### config.mk
export PLATFORM = sky130hd
export DESIGN_NAME = load_store_align_unit
export DESIGN_NICKNAME = d
export VERILOG_FILES = /design/src/rtl/load_store_align_unit.sv
export SDC_FILE = /design/constraint.sdc
export NUM_CORES = 1
export LEC_CHECK = 0
export CAP_MARGIN = 40
export CORE_AREA = 2 2 172 174
export DETAILED_ROUTE_END_ITERATION = 6
export DIE_AREA = 0 0 174 176
export PLACE_DENSITY = 0.77
export SETUP_SLACK_MARGIN = 0.3
export SLEW_MARGIN = 30
export SYNTH_ARGS = -nofsm -noshare
export SYNTH_HDL_FRONTEND = slang
export SYNTH_SLANG_ARGS = --single-unit
### constraint.sdc
create_clock -name clock -period 2.5 [get_ports clock]
set_input_delay 0.25 -clock clock [delete_from_list [all_inputs] [get_ports clock]]
set_output_delay 0.25 -clock clock [all_outputs]
set_load 0.01 [all_outputs]
### src/rtl/load_store_align_unit.sv
// Load/store byte-lane unit: aligned memory access, lane select with sign/zero extension,
// read-modify-write for sub-word stores, misalignment and read-timeout detection.
module load_store_align_unit #(
  parameter int XLEN       = 64,
  parameter int ADDR_W     = 64,
  parameter int RD_TIMEOUT = 16
) (
  input  logic              clock,
  input  logic              reset,
  input  logic              req_valid,
  output logic              req_ready,
  input  logic              req_store,
  input  logic [1:0]        req_size,
  input  logic              req_unsigned,
  input  logic [ADDR_W-1:0] req_addr,
  input  logic [XLEN-1:0]   req_wdata,
  output logic [ADDR_W-1:0] mem_addr,
  output logic              mem_rd,
  input  logic [XLEN-1:0]   mem_rdata,
  input  logic              mem_rvalid,
  output logic              mem_wr,
  output logic [XLEN-1:0]   mem_wdata,
  output logic              rsp_valid,
  output logic [XLEN-1:0]   rsp_data,
  output logic [1:0]        rsp_err
);

  localparam int NB   = XLEN / 8;
  localparam int OFFW = $clog2(NB);
  localparam int CNTW = $clog2(RD_TIMEOUT + 1);
  localparam logic [1:0]      FULL_SZ = (XLEN == 64) ? 2'd3 : 2'd2;
  localparam logic [XLEN-1:0] ONES    = {XLEN{1'b1}};
  localparam logic [XLEN-1:0] ZEROS   = {XLEN{1'b0}};

  typedef enum logic [1:0] {
    ST_IDLE    = 2'd0,
    ST_RD_WAIT = 2'd1,
    ST_WRITE   = 2'd2,
    ST_RESP    = 2'd3
  } state_t;

  state_t state_r, state_nx_s;

  logic [CNTW-1:0]   cnt_r;
  logic              store_r;
  logic [1:0]        size_r;
  logic              uns_r;
  logic [OFFW-1:0]   off_r;
  logic [XLEN-1:0]   wdata_r;

  logic              req_ready_r, mem_rd_r, mem_wr_r, rsp_valid_r;
  logic [ADDR_W-1:0] mem_addr_r;
  logic [XLEN-1:0]   mem_wdata_r, rsp_data_r;
  logic [1:0]        rsp_err_r;

  logic              req_ready_nx_s, mem_rd_nx_s, mem_wr_nx_s, rsp_valid_nx_s;
  logic [ADDR_W-1:0] mem_addr_nx_s;
  logic [XLEN-1:0]   mem_wdata_nx_s, rsp_data_nx_s;
  logic [1:0]        rsp_err_nx_s;

  logic              accept_s, misal_s, full_store_s, timeout_s, sign_s;
  logic [OFFW-1:0]   req_off_s;
  logic [ADDR_W-1:0] aligned_s;
  logic [OFFW+2:0]   shift_s;
  logic [XLEN-1:0]   sh_s, keep_s, mask_s, ext_s, merged_s;

  // Request decode: acceptance, misalignment, aligned address
  always_comb begin
    req_off_s    = req_addr[OFFW-1:0];
    aligned_s    = {req_addr[ADDR_W-1:OFFW], {OFFW{1'b0}}};
    accept_s     = req_valid & (state_r == ST_IDLE);
    full_store_s = req_store & (req_size == FULL_SZ);
    case (req_size)
      2'd0:    misal_s = 1'b0;
      2'd1:    misal_s = req_off_s[0];
      2'd2:    misal_s = |req_off_s[1:0];
      default: misal_s = (XLEN == 32) ? 1'b1 : |req_off_s;
    endcase
    timeout_s = (cnt_r == CNTW'(RD_TIMEOUT - 1)) & ~mem_rvalid;
  end

  // Lane math on the fetched word: extended load value and merged store word
  always_comb begin
    shift_s = {off_r, 3'b000};
    sh_s    = mem_rdata >> shift_s;
    case (size_r)
      2'd0: begin
        keep_s = ONES >> (XLEN - 8);
        sign_s = sh_s[7];
      end
      2'd1: begin
        keep_s = ONES >> (XLEN - 16);
        sign_s = sh_s[15];
      end
      2'd2: begin
        keep_s = ONES >> (XLEN - 32);
        sign_s = sh_s[31];
      end
      default: begin
        keep_s = ONES;
        sign_s = 1'b0;
      end
    endcase
    // Upper bits come from the sign only for signed sub-width loads
    ext_s    = (sh_s & keep_s) | ((sign_s & ~uns_r) ? ~keep_s : ZEROS);
    mask_s   = keep_s << shift_s;
    merged_s = (mem_rdata & ~mask_s) | ((wdata_r << shift_s) & mask_s);
  end

  // State register
  always_ff @(posedge clock or negedge reset) begin
    if (!reset) begin
      state_r <= ST_IDLE;
    end else begin
      state_r <= state_nx_s;
    end
  end

  // Next-state logic
  always_comb begin
    state_nx_s = state_r;
    case (state_r)
      ST_IDLE: begin
        if (!accept_s) begin
          state_nx_s = ST_IDLE;
        end else if (misal_s) begin
          state_nx_s = ST_RESP;
        end else if (full_store_s) begin
          state_nx_s = ST_WRITE;
        end else begin
          state_nx_s = ST_RD_WAIT;
        end
      end
      ST_RD_WAIT: begin
        if (mem_rvalid) begin
          state_nx_s = store_r ? ST_WRITE : ST_RESP;
        end else if (timeout_s) begin
          state_nx_s = ST_RESP;
        end else begin
          state_nx_s = ST_RD_WAIT;
        end
      end
      ST_WRITE: state_nx_s = ST_RESP;
      ST_RESP:  state_nx_s = ST_IDLE;
      default:  state_nx_s = ST_IDLE;
    endcase
  end

  // Output logic: next values of the registered outputs, keyed on the state being entered
  always_comb begin
    req_ready_nx_s = (state_nx_s == ST_IDLE);
    mem_rd_nx_s    = 1'b0;
    mem_wr_nx_s    = 1'b0;
    mem_wdata_nx_s = ZEROS;
    rsp_valid_nx_s = 1'b0;
    rsp_data_nx_s  = ZEROS;
    rsp_err_nx_s   = 2'b00;
    if (accept_s && !misal_s) begin
      mem_addr_nx_s = aligned_s;
    end else begin
      mem_addr_nx_s = mem_addr_r;
    end
    case (state_nx_s)
      ST_RD_WAIT: mem_rd_nx_s = (state_r == ST_IDLE);
      ST_WRITE: begin
        mem_wr_nx_s = 1'b1;
        if (state_r == ST_IDLE) begin
          mem_wdata_nx_s = req_wdata;
        end else begin
          mem_wdata_nx_s = merged_s;
        end
      end
      ST_RESP: begin
        rsp_valid_nx_s = 1'b1;
        if (state_r == ST_IDLE) begin
          rsp_err_nx_s = 2'b01;
        end else if ((state_r == ST_RD_WAIT) && !mem_rvalid) begin
          rsp_err_nx_s = 2'b10;
        end else begin
          rsp_err_nx_s = 2'b00;
        end
        if ((state_r == ST_RD_WAIT) && mem_rvalid && !store_r) begin
          rsp_data_nx_s = ext_s;
        end else begin
          rsp_data_nx_s = ZEROS;
        end
      end
      default: begin
        mem_rd_nx_s = 1'b0;
      end
    endcase
  end

  // Output registers
  always_ff @(posedge clock or negedge reset) begin
    if (!reset) begin
      req_ready_r <= 1'b1;
      mem_rd_r    <= 1'b0;
      mem_wr_r    <= 1'b0;
      mem_addr_r  <= {ADDR_W{1'b0}};
      mem_wdata_r <= ZEROS;
      rsp_valid_r <= 1'b0;
      rsp_data_r  <= ZEROS;
      rsp_err_r   <= 2'b00;
    end else begin
      req_ready_r <= req_ready_nx_s;
      mem_rd_r    <= mem_rd_nx_s;
      mem_wr_r    <= mem_wr_nx_s;
      mem_addr_r  <= mem_addr_nx_s;
      mem_wdata_r <= mem_wdata_nx_s;
      rsp_valid_r <= rsp_valid_nx_s;
      rsp_data_r  <= rsp_data_nx_s;
      rsp_err_r   <= rsp_err_nx_s;
    end
  end

  // Request field capture on acceptance
  always_ff @(posedge clock or negedge reset) begin
    if (!reset) begin
      store_r <= 1'b0;
      size_r  <= 2'b00;
      uns_r   <= 1'b0;
      off_r   <= {OFFW{1'b0}};
      wdata_r <= ZEROS;
    end else if (accept_s) begin
      store_r <= req_store;
      size_r  <= req_size;
      uns_r   <= req_unsigned | (req_size == 2'd3);
      off_r   <= req_off_s;
      wdata_r <= req_wdata;
    end else begin
      store_r <= store_r;
      size_r  <= size_r;
      uns_r   <= uns_r;
      off_r   <= off_r;
      wdata_r <= wdata_r;
    end
  end

  // Read-wait cycle counter, restarted on every entry to the wait state
  always_ff @(posedge clock or negedge reset) begin
    if (!reset) begin
      cnt_r <= {CNTW{1'b0}};
    end else if ((state_r == ST_RD_WAIT) && (state_nx_s == ST_RD_WAIT)) begin
      cnt_r <= cnt_r + CNTW'(1);
    end else begin
      cnt_r <= {CNTW{1'b0}};
    end
  end

  assign req_ready = req_ready_r;
  assign mem_rd    = mem_rd_r;
  assign mem_wr    = mem_wr_r;
  assign mem_addr  = mem_addr_r;
  assign mem_wdata = mem_wdata_r;
  assign rsp_valid = rsp_valid_r;
  assign rsp_data  = rsp_data_r;
  assign rsp_err   = rsp_err_r;

endmodule
* Yosys cells after proc, flatten, opt, wreduce, memory -nomap -nowiden *
Cells that the tools add are included.

cells by class
  bitwise logic cells = 14
  multiplexer cells = 22
  multiply operators = 0
  shift-type cells = 3
  div/mod/pow operators = 0
  reduce and logical (&&, ||, !) cells = 14
  eq/ne operators = 12
  magnitude comparators = 0
  add/sub/neg operators = 1

operators by type and width
  kind                                                                   count
  64-bit 2-to-1 mux                                                      5
  64-bit AND                                                             3
  64-bit case mux with 3 select lines                                    1
  64-bit inverter                                                        2
  64-bit OR                                                              2
  64-bit by 6-bit left shift with 64-bit output                          2
  64-bit by 6-bit >> shifter with 64-bit output                          1
  2-bit 2-to-1 mux                                                       8
  2-bit equality test, second input constant                             7
  2-bit by 1-bit equality test with 1-bit output, second input constant  4
  2-bit logical NOT                                                      4
  2-bit case mux with 4 select lines                                     1
  1-bit case mux with 3 select lines                                     2
  5-bit by 1-bit adder with 5-bit output, second input constant          1
  5-bit by 4-bit equality test with 1-bit output, second input constant  1
  1-bit logical AND                                                      5
  5-bit 2-to-1 mux                                                       1
  1-bit AND                                                              4
  1-bit 2-to-1 mux                                                       4
  1-bit logical NOT                                                      3
  3-bit OR reduction                                                     1
  1-bit inverter                                                         2
  2-bit OR reduction                                                     1
  1-bit OR                                                               1

storage, ports and cells
  RAM bits = 0
  memory bits (read-only) = 0
  input port bits = 200
  register bits = 273
  word-level logic and storage cells = 81
  bits in latches = 0
  output and inout bits = 198
  memories kept = 0

* Logic depth before layout (Yosys ltp) *
  depth in word-level cells = 9
  gate-level depth with buffers = 10
  depth with buffers taken out = 8

* Worst setup path after synthesis *
Ideal clock, no wire load.

  path kind = flip-flop to flip-flop
  start point = reg cnt_r[0]
  end point = reg mem_wdata_r[13] (netlist: mem_wdata[13])
  cell stages (with the launch flop) = 11
  clock period less this slack = 2004 ps
  arrival = 1868 ps
  setup slack = 496 ps
  setup time = 136 ps
  cell sequence = dfrtp_1 ha_1 and3_1 ha_1 o21bai_1 a2bb2oi_1 nand2_1 or2_1 buf_2 buf_1 a21oi_1

on the way
  word-level cells in the longest chain between the ends = 7

RTL lines
  item                                            RTL line  text
  start, declared                                 44        logic [CNTW-1:0] cnt_r;
  start signal, assigned                          243       cnt_r <= {CNTW{1'b0}};
  start signal, assigned                          245       cnt_r <= cnt_r + CNTW'(1);
  start signal, assigned                          247       cnt_r <= {CNTW{1'b0}};
  5-bit by 4-bit equality test with 1-bit output  79        timeout_s = (cnt_r == CNTW'(RD_TIMEOUT - 1)) & ~mem_rvalid;
  1-bit AND                                       79
  2-bit 2-to-1 mux                                137       end else if (timeout_s) begin
  2-bit 2-to-1 mux                                135       if (mem_rvalid) begin
  2-bit case mux with 4 select lines              122       case (state_r)
  2-bit equality test                             163       case (state_nx_s)
  64-bit 2-to-1 mux                               163
  named net mem_wdata_nx_s[13]                    58        logic [XLEN-1:0] mem_wdata_nx_s, rsp_data_nx_s;
  end signal, assigned                            210       mem_wdata_r <= mem_wdata_nx_s;
  end, declared                                   53        logic [XLEN-1:0] mem_wdata_r, rsp_data_r;

The timed path passes the listed nets, and every way through them passes these cells.
A chain may end at the register's enable or synchronous reset.

* Final worst setup path *
  start point = reg off_r[0]
  end point = reg mem_wdata_r[50] (netlist: mem_wdata[50])

on the way
  word-level cells in the longest chain between the ends = 6
  elaborated cells between the ends (all ways) = 8

RTL lines
  item                                           RTL line  text
  start, declared                                48        logic [OFFW-1:0] off_r;
  start signal, assigned                         223       off_r <= {OFFW{1'b0}};
  start signal, assigned                         229       off_r <= req_off_s;
  start signal, assigned                         235       off_r <= off_r;
  64-bit by 6-bit left shift with 64-bit output  106       mask_s = keep_s << shift_s;
  64-bit inverter                                107       merged_s = (mem_rdata & ~mask_s) | ((wdata_r << shift_s) & mask_s);
  64-bit AND                                     107
  64-bit OR (*)                                  107
  64-bit 2-to-1 mux (*)                          167       if (state_r == ST_IDLE) begin
  64-bit 2-to-1 mux (*)                          163
  named net mem_wdata_nx_s[50]                   58

The timed path passes the listed nets; every way through them passes the cells marked *.

==> flow_summary.html <==
<table>
<tr><th>Metric</th><th>Value</th></tr>
<tr><th colspan="2">Detailed routing</th></tr>
<tr><td>Number of DRC markers after the initial detailed-route iteration</td><td>1186</td></tr>
<tr><td>Post-route antenna net violation count</td><td>0</td></tr>
<tr><td>DR WL/cell</td><td>between 20 and 30 um</td></tr>
<tr><td>Routed via count</td><td>around 12k</td></tr>
<tr><td>DRC violation count after routing</td><td>0</td></tr>
<tr><td>Count of TritonRoute iterations in the first routing pass</td><td>6</td></tr>
<tr><td>Final WL</td><td>roughly 53000 um</td></tr>
<tr><td>Vias per Instance</td><td>between 6 and 7</td></tr>
<tr><th colspan="2">STA</th></tr>
<tr><td>Post-route clock period utilization</td><td>between 80% and 90%</td></tr>
<tr><td>Total negative setup slack</td><td>0 ns</td></tr>
<tr><td>Final count of negative-setup-slack endpoints</td><td>0</td></tr>
<tr><td>Post-Route Skew</td><td>between 0.02 and 0.025 ns</td></tr>
<tr><td>Min Hold Slack</td><td>between 0.2 and 0.25 ns</td></tr>
<tr><td>Normalized max-slew margin</td><td>50.1%</td></tr>
<tr><td>Unrepaired setup endpoints after global routing</td><td>true</td></tr>
<tr><td>Slew @ Worst Pin</td><td>0.748 ns</td></tr>
<tr><td>Peak Freq</td><td>about 450 MHz</td></tr>
<tr><td>Final Hold Viols</td><td>0</td></tr>
<tr><td>Max-slew violations</td><td>0</td></tr>
<tr><td>Final worst path period need</td><td>around 2.2 ns</td></tr>
<tr><th colspan="2">Finish</th></tr>
<tr><td>Area grow syn2layout</td><td>41.9%</td></tr>
<tr><td>Filler-free cell count of the finished design</td><td>roughly 2.0k</td></tr>
<tr><td>ANT cells</td><td>0</td></tr>
<tr><td>Post-layout util</td><td>69.4%</td></tr>
<tr><td>Fraction of final layout cells with drive strength greater than 1</td><td>between 20% and 30%</td></tr>
<tr><td>Most common cell after layout, fill and taps aside</td><td>clkdlybuf4s50_1</td></tr>
<tr><td>Fin nets</td><td>roughly 1.8k</td></tr>
<tr><td>Commonest non-fill, non-tap cells in the layout</td><td>393 x clkdlybuf4s50_1, 270 x dfrtp_1, 168 x nand2_1</td></tr>
<tr><th colspan="2">Run</th></tr>
<tr><td># Max-Cap Violations</td><td>0</td></tr>
<tr><th colspan="2">Synthesis</th></tr>
<tr><td>Cells after synthesis</td><td>roughly 1.2k</td></tr>
<tr><td>Number of synthesized register bits</td><td>around 270</td></tr>
<tr><td>Synthesis warning total</td><td>0</td></tr>
<tr><td>Mean Syn Cell Area</td><td>about 11 um2</td></tr>
<tr><td>Synth async-reset ratio</td><td>between 90% and 100%</td></tr>
<tr><td>EDFF count, synth</td><td>0</td></tr>
<tr><td>Sequential cell area fraction in the yosys report</td><td>between 40% and 50%</td></tr>
<tr><td>Mapped Area</td><td>~14000 um2</td></tr>
<tr><td>Unique masters post-synth</td><td>slightly below 70</td></tr>
<tr><td>Dominant register cell in the synthesized netlist</td><td>dfrtp_1</td></tr>
<tr><th colspan="2">Clock network</th></tr>
<tr><td>CTS tree</td><td>done</td></tr>
<tr><td>Max clock buf depth</td><td>3</td></tr>
<tr><td>Total clock buffers created by CTS</td><td>30</td></tr>
<tr><td>Insertion delay to the later sink of the worst-skew pair</td><td>0.57 ns</td></tr>
<tr><td>Number of levels the H-tree was split into</td><td>1</td></tr>
<tr><td>Clock-pin slew on the worst setup and hold paths</td><td>roughly 0.06 ns</td></tr>
<tr><td>CTS sink count</td><td>approximately 270</td></tr>
<tr><td>Root Driver</td><td>clkbuf_16</td></tr>
<tr><th colspan="2">GRT</th></tr>
<tr><td>First-pass GRT wire length</td><td>approximately 80000 um</td></tr>
<tr><td>Grt ovf</td><td>0</td></tr>
<tr><td>Number of antenna violations at the first check in global routing</td><td>1</td></tr>
<tr><td>Via count of the first global-routing pass</td><td>12.7k</td></tr>
<tr><td>Total global routing track utilization</td><td>between 30% and 40%</td></tr>
<tr><td>Pin count of the biggest net entering global routing</td><td>91</td></tr>
<tr><th colspan="2">Setup path</th></tr>
<tr><td>Largest fanout on the critical path</td><td>15</td></tr>
<tr><td>Critical Path Source Type</td><td>flop</td></tr>
<tr><td>Data arrival time of the critical path</td><td>between 2 and 3 ns</td></tr>
<tr><td>Critical Path Sink Type</td><td>flop</td></tr>
<tr><td>Worst Path Required</td><td>between 2 and 3 ns</td></tr>
<tr><td>Biggest cell delay along the critical path</td><td>around 0.55 ns</td></tr>
<tr><td>Crit path cell chain</td><td>buf_12 -&gt; mux2_2 -&gt; a22oi_1 -&gt; nor2_2 -&gt; a2111oi_4 -&gt; buf_4 -&gt; a2111oi_1</td></tr>
<tr><td>Top cell family by delay on the critical path</td><td>compound AO/OA/AOI/OAI gates</td></tr>
<tr><td>Cell with the largest stage delay on the worst path</td><td>dfrtp_4</td></tr>
<tr><td>Start-to-end type of the worst setup path</td><td>reg -&gt; reg</td></tr>
<tr><td>Crit path buffers/inverters</td><td>2</td></tr>
<tr><th colspan="2">Floorplanning</th></tr>
<tr><td>Initial cell density of the core</td><td>48.9%</td></tr>
<tr><td># rows</td><td>62</td></tr>
<tr><td>Placeable core area</td><td>roughly 29000 um2</td></tr>
<tr><td>Die Area</td><td>roughly 31000 um2</td></tr>
<tr><td>Die extent in x</td><td>174 um</td></tr>
<tr><td>Number of primary I/O pins</td><td>398</td></tr>
<tr><td>Die span in y</td><td>176 um</td></tr>
<tr><th colspan="2">Power and ir drop</th></tr>
<tr><td>Total power per unit cell area</td><td>around 1300 nW/um2</td></tr>
<tr><td>Max VDD drop</td><td>between 0.7 and 0.8 mV</td></tr>
<tr><td>Total power after layout</td><td>about 27 mW</td></tr>
<tr><td>Leakage power</td><td>8.43 nW</td></tr>
<tr><th colspan="2">Placed design</th></tr>
<tr><td>Port buffer count</td><td>394</td></tr>
<tr><td>Placer's final routability congestion estimate</td><td>between 0.9 and 1</td></tr>
<tr><td>Total half-perimeter wirelength after legalization and detailed placement</td><td>about 40000 um</td></tr>
<tr><td>Dpl cells</td><td>between 1.5k and 2k</td></tr>
<tr><th colspan="2">Hold path</th></tr>
<tr><td>Worst hold path type</td><td>in -&gt; async</td></tr>
<tr><th colspan="2">Run status</th></tr>
<tr><td>Run status</td><td>finished, final reports clean</td></tr>
</table>
flip-flops by register name (all words and copies together), names as in the netlist:
name,flops
rsp_data,64
wdata_r,64
uns_r,1
req_ready,1
mem_wdata,64
store_r,1
off_r,3
cnt_r,5
mem_rd,1
rsp_valid,1
mem_addr,61
size_r,2
mem_wr,1
state_r,2
rsp_err,2
synth_stat cells, types with 4 or more instances:
library cell  number  area share (%)
a221oi_1           7            0.44
mux2_2           155              13
a211oi_1          33             1.8
nor3_1             9            0.32
inv_1              7            0.19
mux4_2            41             6.6
o21ai_0           15            0.54
nand2b_1          12            0.54
mux2i_1           63             4.5
clkbuf_1          31            0.83
nand3_1           20            0.72
nand2_1          169             4.5
nor2_1            83             2.2
nor2b_1           20            0.90
a221o_1            5            0.36
o211ai_1          27             1.5
buf_6              7            0.56
dfrtp_1          272              49
a22oi_1           15            0.81
a21oi_1           80             2.9
a2111oi_0          6            0.38
or3_1              8            0.36
a2111oi_2          4            0.43
a21o_1             5            0.27
buf_2             39             1.4
buf_1             11            0.30
a31oi_1           15            0.67
a2111oi_1          6            0.43
buf_4             14            0.75
final cells by class:
cell class	count	area (um2)
multi-input combinational	850	6720
sequential	273	6840
tap	384	480
fill	2129	8750
inverter	8	30.0
clock buffer	43	861
timing repair buffer	478	4770
clock inverter	10	103
final timing paths:
check,startpoint,to,slack (ns),depth (start not counted)
min in group clock,req_wdata[46],mem_wdata[46],0.27,3
setup reg to reg,off_r[0],mem_wdata[50],0.25,7
hold reg to reg,mem_addr[38],mem_addr[38],0.50,1
max in group asynchronous,reset,mem_wdata[42],1.45,3
setup / recovery,off_r[0],mem_wdata[50],0.25,7
hold / removal,reset,mem_addr[45],0.23,2
power breakdown:
group / switching [mW] / leakage [nW] / total [mW] / internal (mW)
combinational: 7.41 / 4.44 / 14.6 / 7.18
clock: 1.76 / 0.476 / 4.34 / 2.58
sequential: 1.58 / 3.51 / 7.73 / 6.16
total: 10.7 / 8.43 / 26.7 / 15.9
metal layers:
metal  up-vias  global-route usage [%]  share of wire, %
met4         2                    16.8               5.7
met2       804                    60.2                50
met5         -                       0             0.022
met3       198                    6.44               9.1
met1      6116                    40.5                35
li1       5291                       -                 -
logic make-up after synthesis:
kind of cell | share of synthesized area, %
and+or+nand+nor | 10.9
DFF | 49.0
muxes | 23.6
AOI/OAI and AO/OA | 12.0
buffers and inverters | 4.20
adders and majority gates | 0.179
xor gates and xnor gates | 0.126
other | 0.0269
metrics by stage:
step / setup slack, ns / cell area [um2]
5_1_grt: 0.137 / 19800
2_1_floorplan: 0.496 / 14000
4_1_cts: 0.258 / 19600
6_report: 0.254 / 19800
3_5_place_dp: -0.162 / 18600
3_3_place_gp: -0.0563 / 18600
repair_timing:
item,4_1_cts,5_1_grt
resized for setup,17,20
hold buffers,1,0
hold endpoints to repair,55,0
buffers inserted,5,3
gates cloned,2,1
pin swaps,2,4
setup endpoints to repair,61,85
Note: power is estimated with default switching activity, not from simulation.
==> RTL edit: new RTL, config.mk and constraints unchanged <==
Set the parameter `RD_TIMEOUT` to 32 (it was 16).
--- a/src/rtl/load_store_align_unit.sv
+++ b/src/rtl/load_store_align_unit.sv
@@ -4,5 +4,5 @@
   parameter int XLEN       = 64,
   parameter int ADDR_W     = 64,
-  parameter int RD_TIMEOUT = 16
+  parameter int RD_TIMEOUT = 32
 ) (
   input  logic              clock,
Function: same outputs for any inputs over 4 cycles, from zero or initial values and one cycle with reset low; that may be too few to reach the edited logic, so the function may still have changed.
==> RTL edit against the unedited design <==
- critical path depth is the same
- worst setup slack lost 0.0087 ns
- count of clock-buffer cells in the layout shrank 5
- routed wire length shrank 1.5%
- area after synthesis grew 0.81%
- final area grew 1.2%
- global-route usage shrank 0.53 points
- total power grew 3.5%
- sequential cell count grew 1
- largest cell class unchanged
==> RTL edit: results (changes against the unedited design) <==
HPWL Detailed: 39200 um (-2.9%)
dpl cells: 1996 (+0.76%)
Async S/R FF share, synth: 100.0% (unchanged)
clock-pin slew on the worst setup and hold paths: 0.07 ns
buffer depth of the longest clock path: 3 (unchanged)
Worst EP arrival: 2.67 ns (about the same)
via count: 12580 (+1.3%)
leakage: 8.387 nW (-0.46%)
total CTS buffers: 28 (-6.7%)
post-synthesis cell type count: 60 (-12%)
CP max FO: 25 (+10)
layout cells sized above 1: 23.35% (+0.49 points)
metal1 wirelength: 19120 um (+1.9%)
uppermost layer routed: met4
Worst Reg-to-Reg Cells: 7 (unchanged)
final RePlAce weighted congestion: 1.005 (+3.6%)
WL met3: 5213 um (+6.8%)
met2 routed WL: 25420 um (-5.0%)
Final #Nets: 1862 (+1.0%)
final WL: 52650 um (-1.5%)
Warnings, synthesis: 0 (unchanged)
Slew @ Worst Pin: 0.5798 ns (-0.1680 ns)
GRT Util Overall: 33.72% (-0.53 points)
status: finished, final reports clean
Hold WC Path Type: in -> reg
wire per inst: 25.41 um (-2.7%)
drt pass-1 iters: 5 (-1)
Max VDD drop: 0.0006555 V (-14%)
Sw Ratio: 40.03% (-0.28 points)
Initial DRC Count: 1180 (-0.51%)
clock root buffer: clkbuf_16
dpl ws: 0.04395 ns (+0.2063 ns)
main flop type after synthesis: dfrtp_1
met1 Use GR: 40.86% (+0.32 points)
Max Cap Viol: 0 (unchanged)
initial antenna violation count: 5 (+4)
first-pass GRT wire length: 78870 um (+0.12%)
Post-synth top cells: dfrtp_1, mux2_2, nor2_1
H-tree Lvls: 1 (unchanged)
insertion delay to the later sink of the worst-skew pair: 0.56 ns
top cells by area, synth: dfrtp_1, mux2_2, mux4_2, mux2i_1, a21oi_1
met3 Usage GRT: 8.290% (+1.9 points)
Cells after Synth: 1257 (+2.2%)
post-synthesis sequential area ratio: 48.75% (-0.21 points)
M2 GR Usage: 56.67% (-3.6 points)
area post-placement: 18650 um2 (+0.54%)
largest net degree at the start of global routing: 75 (-18%)
Final Skew: 0.03330 ns (+0.01119 ns)
RTL edit: layout make-up:
type / instances / area (um2)
fillers: 2106 / 8506
diodes: 5 / 12.51
inverters: 7 / 26.28
clock inverters: 14 / 257.7
repair buffers: 479 / 4805
multi-input cells: 871 / 6774
flip-flops and latches: 274 / 6867
clock buffers: 38 / 819.5
well taps: 384 / 480.5
RTL edit: power groups by stage:
stage          Combinational, W  Sequential (W)  Clock [W]
2_1_floorplan           0.00802         0.00767          0
3_3_place_gp             0.0141         0.00769          0
3_5_place_dp             0.0142         0.00773          0
4_1_cts                  0.0144         0.00766    0.00490
5_1_grt                  0.0159         0.00781    0.00508
6_report                 0.0151         0.00766    0.00484
RTL edit: final timing paths:
path / startpoint / endpoint / slack, ns
max reg2reg: off_r[0] / mem_wdata[54] / 0.25
max: off_r[0] / mem_wdata[54] / 0.25
min: req_wdata[46] / mem_wdata[46] / 0.27
min reg2reg: cnt_r[0] / cnt_r[0] / 0.46
max in group asynchronous: reset / mem_wdata[15] / 1.37
min in group asynchronous: reset / rsp_data[11] / 0.28
RTL edit: worst max-delay path, cell delays in order (launching register included):
cell,delay (ns)
dfrtp_4,0.45
buf_12,0.15
buf_6,0.26
mux2i_1,0.30
a2bb2oi_1,0.29
nor2_1,0.08
a2111oi_1,0.46
nor4_1,0.13
RTL edit: kinds of logic after synthesis:
group | synth area share (%)
AOI/OAI and AO/OA | 14.54
xor gates and xnor gates | 0.2491
adders and majority gates | 0.08892
buffers and inverters | 3.940
DFF | 48.75
muxes | 21.97
other | 0.02666
and+or+nand+nor | 10.44
RTL edit: timing repair:
action | 4_1_cts | 5_1_grt
pin swaps | 0 | 7
cloned | 0 | 3
resized for setup | 3 | 32
hold buffers | 1 | 0
endpoints found under the setup margin | 41 | 83
setup buffers | 2 | 13
hold endpoints to repair | 64 | 0
